**src/rtl/mem_pkg.sv**
```systemverilog
`default_nettype none
// ============================================================================
// Module   : mem_pkg
// Purpose  : Shared types and constants for the multi-port byte-enable
//            register-file memory.
// Revision : 1.0 - initial release
// ============================================================================
package mem_pkg;

  // Bits per byte lane
  localparam int BYTE_W = 8;

  // Array lifecycle: initialising after reset / on request, or usable
  typedef enum logic [0:0] {
    MEM_CLEAR = 1'b0,
    MEM_READY = 1'b1
  } mem_state_e;

endpackage : mem_pkg
`default_nettype wire

```
**src/rtl/mem_mp_be_if.sv**
```systemverilog
`default_nettype none
// ============================================================================
// Module   : mem_mp_be_if
// Purpose  : Bus bundle for mem_mp_be: clear/ready control, read ports,
//            write ports with byte enables and the collision flag.
// Revision : 1.0 - initial release
// ============================================================================
interface mem_mp_be_if #(
  parameter int READ_PORTS  = 2,
  parameter int WRITE_PORTS = 2,
  parameter int AW          = 5,
  parameter int WIDTH       = 32
);
  import mem_pkg::*;

  localparam int BE = WIDTH / BYTE_W;

  logic                                  clear_req;
  logic                                  ready;
  logic [READ_PORTS-1:0]                 re;
  logic [READ_PORTS-1:0][AW-1:0]         raddr;
  logic [READ_PORTS-1:0][WIDTH-1:0]      rdata;
  logic [READ_PORTS-1:0]                 rvalid;
  logic [WRITE_PORTS-1:0]                we;
  logic [WRITE_PORTS-1:0][AW-1:0]        waddr;
  logic [WRITE_PORTS-1:0][BE-1:0]        wbe;
  logic [WRITE_PORTS-1:0][WIDTH-1:0]     wdata;
  logic                                  wr_collision;

  // Requester side
  modport master (
    output clear_req, re, raddr, we, waddr, wbe, wdata,
    input  ready, rdata, rvalid, wr_collision
  );

  // Memory side
  modport slave (
    input  clear_req, re, raddr, we, waddr, wbe, wdata,
    output ready, rdata, rvalid, wr_collision
  );

endinterface : mem_mp_be_if
`default_nettype wire

```
**src/rtl/mem_wr_merge.sv**
```systemverilog
`default_nettype none
// ============================================================================
// Module   : mem_wr_merge
// Purpose  : Combines all write-port requests aimed at one address into a
//            per-lane enable and merged data word. The highest-indexed port
//            wins each lane; a lane claimed by two ports flags a collision.
// Revision : 1.0 - initial release
// ============================================================================
module mem_wr_merge
  import mem_pkg::*;
#(
  parameter int WRITE_PORTS = 2,
  parameter int AW          = 5,
  parameter int WIDTH       = 32
) (
  input  logic [WRITE_PORTS-1:0]                     act,
  input  logic [WRITE_PORTS-1:0][AW-1:0]             waddr,
  input  logic [WRITE_PORTS-1:0][WIDTH/BYTE_W-1:0]   wbe,
  input  logic [WRITE_PORTS-1:0][WIDTH-1:0]          wdata,
  input  logic [AW-1:0]                              addr,
  output logic [WIDTH/BYTE_W-1:0]                    lane_we,
  output logic [WIDTH-1:0]                           lane_data,
  output logic                                       collision
);

  localparam int BE = WIDTH / BYTE_W;

  // Ascending port scan so later (higher) ports overwrite earlier lane claims
  always_comb begin
    lane_we   = '0;
    lane_data = '0;
    collision = 1'b0;
    for (int p = 0; p < WRITE_PORTS; p++) begin
      if (act[p] && (waddr[p] == addr)) begin
        for (int b = 0; b < BE; b++) begin
          if (wbe[p][b]) begin
            if (lane_we[b]) collision = 1'b1;
            lane_we[b] = 1'b1;
            lane_data[b*BYTE_W +: BYTE_W] = wdata[p][b*BYTE_W +: BYTE_W];
          end
        end
      end
    end
  end

endmodule : mem_wr_merge
`default_nettype wire

```
**src/rtl/mem_mp_be.sv**
```systemverilog
`default_nettype none
// ============================================================================
// Module   : mem_mp_be
// Purpose  : Multi-write / multi-read register-file memory with per-port
//            byte enables, highest-port-wins write merging, optional
//            read-during-write bypass, 0/1-cycle read latency and a hardware
//            clear sequencer so the storage array needs no reset.
// Revision : 1.0 - initial release
// ============================================================================
module mem_mp_be
  import mem_pkg::*;
#(
  parameter int               WIDTH        = 32,
  parameter int               DEPTH        = 32,
  parameter int               READ_PORTS   = 2,
  parameter int               WRITE_PORTS  = 2,
  parameter int               BYPASS_EN    = 0,
  parameter int               READ_LATENCY = 0,
  parameter logic [WIDTH-1:0] INIT_VAL     = '0
) (
  input  logic        clock,
  input  logic        reset_n,
  mem_mp_be_if.slave  bus
);

  localparam int            AW        = (DEPTH > 1) ? $clog2(DEPTH) : 1;
  localparam int            BE        = WIDTH / BYTE_W;
  localparam logic [AW-1:0] LAST_ADDR = AW'(DEPTH - 1);

  mem_state_e                        r_state, w_state_nxt;
  logic [AW-1:0]                     r_clr_ptr, w_clr_ptr_nxt;
  logic                              w_ready;
  logic [WIDTH-1:0]                  r_mem [DEPTH];
  logic [WRITE_PORTS-1:0]            w_wact;
  logic [WRITE_PORTS-1:0][BE-1:0]    w_wlane_we;
  logic [WRITE_PORTS-1:0][WIDTH-1:0] w_wlane_data;
  logic [WRITE_PORTS-1:0]            w_wcoll;
  logic                              r_wr_collision;
  logic [READ_PORTS-1:0][WIDTH-1:0]  w_rdata_nxt;
  logic [READ_PORTS-1:0]             w_rvalid_nxt;

  assign w_ready = (r_state == MEM_READY);

  // State register and clear pointer; reset forces a fresh clear from entry 0
  always_ff @(posedge clock or negedge reset_n) begin
    if (!reset_n) begin
      r_state   <= MEM_CLEAR;
      r_clr_ptr <= '0;
    end else begin
      r_state   <= w_state_nxt;
      r_clr_ptr <= w_clr_ptr_nxt;
    end
  end

  // Next state: sweep every entry once, then serve until a clear is requested
  always_comb begin
    w_state_nxt   = r_state;
    w_clr_ptr_nxt = r_clr_ptr;
    case (r_state)
      MEM_CLEAR: begin
        if (r_clr_ptr == LAST_ADDR) begin
          w_state_nxt   = MEM_READY;
          w_clr_ptr_nxt = '0;
        end else begin
          w_clr_ptr_nxt = r_clr_ptr + AW'(1);
        end
      end
      MEM_READY: begin
        if (bus.clear_req) begin
          w_state_nxt   = MEM_CLEAR;
          w_clr_ptr_nxt = '0;
        end
      end
      default: begin
        w_state_nxt   = MEM_CLEAR;
        w_clr_ptr_nxt = '0;
      end
    endcase
  end

  // A write port participates only when ready, enabled and in range
  always_comb begin
    w_wact = '0;
    for (int p = 0; p < WRITE_PORTS; p++) begin
      w_wact[p] = w_ready && bus.we[p] && (int'(bus.waddr[p]) < DEPTH);
    end
  end

  // One merge per write port, targeted at that port's own address
  for (genvar p = 0; p < WRITE_PORTS; p++) begin : g_wr_merge
    mem_wr_merge #(
      .WRITE_PORTS (WRITE_PORTS),
      .AW          (AW),
      .WIDTH       (WIDTH)
    ) u_merge (
      .act       (w_wact),
      .waddr     (bus.waddr),
      .wbe       (bus.wbe),
      .wdata     (bus.wdata),
      .addr      (bus.waddr[p]),
      .lane_we   (w_wlane_we[p]),
      .lane_data (w_wlane_data[p]),
      .collision (w_wcoll[p])
    );
  end

  // Storage update: clear sweep, or merged lanes (ports sharing an address
  // all carry the same merged word, so duplicate updates agree)
  always_ff @(posedge clock) begin
    if (r_state == MEM_CLEAR) begin
      r_mem[r_clr_ptr] <= INIT_VAL;
    end else begin
      for (int p = 0; p < WRITE_PORTS; p++) begin
        if (w_wact[p]) begin
          for (int b = 0; b < BE; b++) begin
            if (w_wlane_we[p][b]) begin
              r_mem[bus.waddr[p]][b*BYTE_W +: BYTE_W] <= w_wlane_data[p][b*BYTE_W +: BYTE_W];
            end
          end
        end
      end
    end
  end

  // Collision pulse, one cycle after any lane saw more than one writer
  always_ff @(posedge clock or negedge reset_n) begin
    if (!reset_n) r_wr_collision <= 1'b0;
    else          r_wr_collision <= |w_wcoll;
  end

  // Per read port: array lookup, optional bypass, then ready/enable gating
  for (genvar r = 0; r < READ_PORTS; r++) begin : g_rd
    logic             w_in_range;
    logic [WIDTH-1:0] w_mem_word;
    logic [WIDTH-1:0] w_word;
    logic             w_rd_en;

    assign w_in_range = (int'(bus.raddr[r]) < DEPTH);
    assign w_mem_word = w_in_range ? r_mem[bus.raddr[r]] : '0;
    assign w_rd_en    = w_ready && bus.re[r];

    if (BYPASS_EN != 0) begin : g_byp
      logic [BE-1:0]    w_byp_we;
      logic [WIDTH-1:0] w_byp_data;
      logic             w_byp_coll_unused;

      mem_wr_merge #(
        .WRITE_PORTS (WRITE_PORTS),
        .AW          (AW),
        .WIDTH       (WIDTH)
      ) u_byp (
        .act       (w_wact),
        .waddr     (bus.waddr),
        .wbe       (bus.wbe),
        .wdata     (bus.wdata),
        .addr      (bus.raddr[r]),
        .lane_we   (w_byp_we),
        .lane_data (w_byp_data),
        .collision (w_byp_coll_unused)
      );

      // Lanes being written now take the new bytes, the rest the stored ones
      always_comb begin
        w_word = w_mem_word;
        for (int b = 0; b < BE; b++) begin
          if (w_byp_we[b]) w_word[b*BYTE_W +: BYTE_W] = w_byp_data[b*BYTE_W +: BYTE_W];
        end
      end
    end else begin : g_nobyp
      assign w_word = w_mem_word;
    end

    assign w_rdata_nxt[r]  = w_rd_en ? w_word : '0;
    assign w_rvalid_nxt[r] = w_rd_en;
  end

  if (READ_LATENCY != 0) begin : g_lat1
    logic [READ_PORTS-1:0][WIDTH-1:0] r_rdata;
    logic [READ_PORTS-1:0]            r_rvalid;

    // Registered read results, lost on reset
    always_ff @(posedge clock or negedge reset_n) begin
      if (!reset_n) begin
        r_rdata  <= '0;
        r_rvalid <= '0;
      end else begin
        r_rdata  <= w_rdata_nxt;
        r_rvalid <= w_rvalid_nxt;
      end
    end

    assign bus.rdata  = r_rdata;
    assign bus.rvalid = r_rvalid;
  end else begin : g_lat0
    assign bus.rdata  = w_rdata_nxt;
    assign bus.rvalid = w_rvalid_nxt;
  end

  assign bus.ready        = w_ready;
  assign bus.wr_collision = r_wr_collision;

endmodule : mem_mp_be
`default_nettype wire

```
**src/flat_wrapper.sv**
```systemverilog
// flat-port wrapper written by rule: the top's interface ports become plain ports
module mem_mp_be_flat import mem_pkg::*;
#(
  parameter int               WIDTH        = 32,
  parameter int               DEPTH        = 32,
  parameter int               READ_PORTS   = 2,
  parameter int               WRITE_PORTS  = 2,
  parameter int               BYPASS_EN    = 0,
  parameter int               READ_LATENCY = 0,
  parameter logic [WIDTH-1:0] INIT_VAL     = '0
)
  (clock, reset_n, bus_clear_req, bus_re, bus_raddr, bus_we, bus_waddr, bus_wbe, bus_wdata, bus_ready, bus_rdata, bus_rvalid, bus_wr_collision);
  mem_mp_be_if #(.READ_PORTS(READ_PORTS), .WRITE_PORTS(WRITE_PORTS), .AW(5), .WIDTH(WIDTH)) bus_i ();
  input  logic clock;
  input  logic reset_n;
  input wire logic [$bits(bus_i.clear_req)-1:0] bus_clear_req;
  input wire logic [$bits(bus_i.re)-1:0] bus_re;
  input wire logic [$bits(bus_i.raddr)-1:0] bus_raddr;
  input wire logic [$bits(bus_i.we)-1:0] bus_we;
  input wire logic [$bits(bus_i.waddr)-1:0] bus_waddr;
  input wire logic [$bits(bus_i.wbe)-1:0] bus_wbe;
  input wire logic [$bits(bus_i.wdata)-1:0] bus_wdata;
  output wire logic [$bits(bus_i.ready)-1:0] bus_ready;
  output wire logic [$bits(bus_i.rdata)-1:0] bus_rdata;
  output wire logic [$bits(bus_i.rvalid)-1:0] bus_rvalid;
  output wire logic [$bits(bus_i.wr_collision)-1:0] bus_wr_collision;
  assign bus_i.clear_req = bus_clear_req;
  assign bus_i.re = bus_re;
  assign bus_i.raddr = bus_raddr;
  assign bus_i.we = bus_we;
  assign bus_i.waddr = bus_waddr;
  assign bus_i.wbe = bus_wbe;
  assign bus_i.wdata = bus_wdata;
  assign bus_ready = bus_i.ready;
  assign bus_rdata = bus_i.rdata;
  assign bus_rvalid = bus_i.rvalid;
  assign bus_wr_collision = bus_i.wr_collision;
  mem_mp_be #(.WIDTH(WIDTH), .DEPTH(DEPTH), .READ_PORTS(READ_PORTS), .WRITE_PORTS(WRITE_PORTS), .BYPASS_EN(BYPASS_EN), .READ_LATENCY(READ_LATENCY), .INIT_VAL(INIT_VAL)) u_core (.clock(clock), .reset_n(reset_n), .bus(bus_i));
endmodule
```
**config.mk**
```make
export PLATFORM = sky130hd
export DESIGN_NAME = mem_mp_be_flat
export DESIGN_NICKNAME = d
export VERILOG_FILES = /design/src/rtl/mem_pkg.sv /design/src/rtl/mem_mp_be_if.sv /design/src/rtl/mem_wr_merge.sv /design/src/rtl/mem_mp_be.sv /design/src/flat_wrapper.sv
export SDC_FILE = /design/constraint.sdc
export NUM_CORES = 2
export LEC_CHECK = 0
export CORE_ASPECT_RATIO = 1.1
export CORE_MARGIN = 2
export CORE_UTILIZATION = 25
export CTS_CLUSTER_DIAMETER = 80
export DETAILED_ROUTE_END_ITERATION = 16
export GPL_ROUTABILITY_DRIVEN = 0
export PLACE_DENSITY_LB_ADDON = 0.12
export SETUP_SLACK_MARGIN = 0.1
export SYNTH_ARGS = -nofsm -noshare
export SYNTH_HDL_FRONTEND = slang
export SYNTH_SLANG_ARGS = --single-unit
```
**constraint.sdc**
```tcl
create_clock -name clock -period 4.5 [get_ports clock]
set_clock_uncertainty 0.2 [all_clocks]
set_input_delay 1.125 -clock clock [delete_from_list [all_inputs] [get_ports clock]]
set_output_delay 1.125 -clock clock [all_outputs]
set_load 0.1 [all_outputs]
```
==> results.json <==
{
  "run_status": "complete, but fails checks",
  "violations": "setup timing",
  "synth_common_cells": "mux2i_1 (1137), edfxtp_1 (1024), mux4_2 (640), clkbuf_1 (223), buf_2 (155)",
  "setup_viol": 64,
  "fmax_ghz": 0.2110,
  "start_kind": "primary input",
  "dpl_worst_slack_ns": -0.5495,
  "ir_worst_vdd_uv": 457.7,
  "critical_path_arrival_ns": 3.41,
  "drive_gt1_share_pct": 42.55,
  "fillers": 23893,
  "net-switching-power_mw": 8.634,
  "dieHeight_um": 529.3,
  "rsz0062_at_grt": "true",
  "synth_seq_area_share_pct": 49.31,
  "cts_tree": "done",
  "postSynthAreaPerCell_um2": 16.00,
  "cp_common_cell": "buf_16",
  "drv_slew": 0,
  "clkTransAtPathRegs_ns": 0.05,
  "h-tree-depth": 4,
  "cts_made_buffers": 133,
  "finish.net_count": 4716,
  "path_delay_family": "multiplexers",
  "seqPwrFrac_pct": 40.4,
  "die_w_um": 481.6,
  "drv_cap": 0,
  "post_drt_wl_per_cell_um": 32.91,
  "yosysMostFrequentCell": "mux2i_1",
  "syn_area_um2": 62720,
  "yosys.area.top_type_share_pct": 49.03,
  "first_pass_iters": 9,
  "cp.buffers_inverters": 6,
  "max-clock-path-buffers": 3,
  "clkPwrFrac_pct": 35.8,
  "hold_buffers": 0,
  "cellLeakagePower_nw": 28.03,
  "required_ns": 3.17,
  "port_buffers": 166,
  "p_per_area_nw_per_um2": 345.2,
  "remaining_drc_errors": 0,
  "synthTopCellsByArea": "edfxtp_1 (49%), mux4_2 (23%), mux2i_1 (18%)",
  "final_hold_viol_count": 0,
  "ant_nets": 0,
  "clock-sinks": 1031,
  "crit_chain": "buf_16, buf_16, buf_12, buf_16, mux4_2, mux4_2, mux2i_1, buf_4, nor2_4, buf_12",
  "critPathSlowestCell": "mux4_2",
  "antenna_found_initial": 5,
  "relSlewSlack_pct": 35.55,
  "overflow": 0,
  "p_int_mw": 20.57,
  "crit_fanout": 9,
  "grt_max_degree": 53,
  "place_hpwl_mm": 186.8,
  "critPathCaptureType": "output port",
  "finalPower_mw": 29.20,
  "vias": 41301,
  "synth_cells": 3921,
  "dieArea_um2": 254900,
  "ys_seq_elements": 1031,
  "synth_edf_count": 1024,
  "yosysTopAreaCell": "edfxtp_1",
  "finalWirelength_mm": 263.8,
  "critical_path_class": "in2out",
  "grt_pass1_wl_mm": 368.6,
  "combPwrFrac_pct": 23.8,
  "worst_slack_ns": -0.2398,
  "area_growth_pct": 34.89,
  "worstMarginPinSlew_ns": 0.9638,
  "root_buffer": "clkbuf_16",
  "synth_cell_types": 52,
  "synth_ff_type": "edfxtp_1",
  "fin_crit_ns": 4.740,
  "placementRows": 192,
  "synth_fp_nets": 4022,
  "synth-async-reset-ratio_pct": 0.6790,
  "ios": 167,
  "via_per_inst": 5.154,
  "critPathMaxStageDelay_ns": 0.53,
  "clkLatencyLatePin_ns": 0.79,
  "first_global_vias": 44015,
  "ys_warn_count": 0,
  "drtIter0Drc": 3379,
  "core-area_um2": 249100,
  "period_share_pct": 105.3,
  "track_usage_pct": 20.65,
  "start_util_pct": 25.18,
  "p_sw_share_pct": 29.57,
  "hold_class": "in2async"
}
-- final timing paths --
path	startpoint	end	slack, ns	cells past startpoint
max in group asynchronous	reset_n	u_core.bus.wr_collision$_DFF_PN0_	3.28	1
min reg2reg	u_core.r_clr_ptr[4]$_DFFE_PN0P_	u_core.r_clr_ptr[4]$_DFFE_PN0P_	0.50	2
max reg2reg	u_core.bus.ready$_DFF_PN0_	u_core.r_mem[23][18]$_DFFE_PP_	0.63	9
min	reset_n	u_core.bus.ready$_DFF_PN0_	0.48	1
min in group clock	u_core.r_clr_ptr[4]$_DFFE_PN0P_	u_core.r_clr_ptr[4]$_DFFE_PN0P_	0.50	2
max	bus_raddr[5]	bus_rdata[57]	-0.24	10
-- through the flow --
step	area, um^2	utilization [%]	TNS [ns]	std cells	hold slack (ns)
floorplan	63360	-	0	3921	0.3832
global placement	78670	31.58	-535.93	7705	0.4804
detailed placement	78670	31.58	-537.55	7705	0.4964
CTS	84410	33.88	-9.077	8004	0.4500
global route	84600	33.96	-11.31	8013	0.4770
finish	84600	33.96	-8.793	8014	0.4787
-- power groups by stage --
stage	clock network [mW]	logic, mW	registers (mW)
3_3_place_gp	0	6.73	12.0
2_1_floorplan	0	3.12	11.8
6_report	10.4	6.96	11.8
3_5_place_dp	0	6.72	12.0
4_1_cts	10.7	7.00	11.8
5_1_grt	11.0	7.22	11.9
-- registers in the layout, indices dropped and copies added, names as in the netlist --
register	flops
u_core.bus.wr_collision	1
u_core.bus.ready	1
u_core.r_clr_ptr	5
u_core.r_mem	1024
-- layout make-up --
class	count	area [um^2]	share of cell area, %
well taps	3298	4126	4.878
flip-flops and latches	1031	30920	36.55
multi-input cells	2432	30780	36.38
inverters	32	120.1	0.1420
repair buffers	985	14540	17.19
clock buffers	170	3573	4.224
clock inverters	64	529.3	0.6256
diodes	2	5.005	0.005916
-- cell usage in the layout, fill, tap and decap left out, drive strengths merged, types with 35 or more instances in the layout --
cell and instances:
a21oi 35, buf 895, clkbuf 171, clkdlybuf4s50 89
clkinv 48, edfxtp 1024, inv 37, mux2i 1137
mux4 640, nand2 120, nor2 236, nor3 38
o22ai 130
-- cell families (layout without fill, tap and decap cells) --
kind of cell             after synthesis  count (layout)  share of synthesized area [%]
buffers and inverters                458            1251                          3.128
adder cells (fa/ha/maj)                2               2                        0.03989
XOR/XNOR                               7               7                        0.09776
AND/OR/NAND/NOR                      451             451                          4.186
other                                  0               2                              0
flip-flops                          1031            1031                          49.31
AO/OA/AOI/OAI                        194             194                          2.093
multiplexers                        1778            1778                          41.15
-- repair_timing --
item	CTS	global route
cloned	21	1
resized for setup	129	19
endpoints found under the setup margin	64	64
pin swaps	1	3
hold endpoints to repair	0	0
buffers inserted	44	7
-- per-layer routing --
metal | routed length (um) | vias to the layer above | track usage, %
met4 | 7694 | 0 | 5.939
met3 | 10600 | 308 | 2.731
met2 | 132000 | 1030 | 35.39
met5 | 0 | - | 0
li1 | - | 17557 | -
met1 | 113500 | 22406 | 27.11
(Power assumes the default switching activity.)
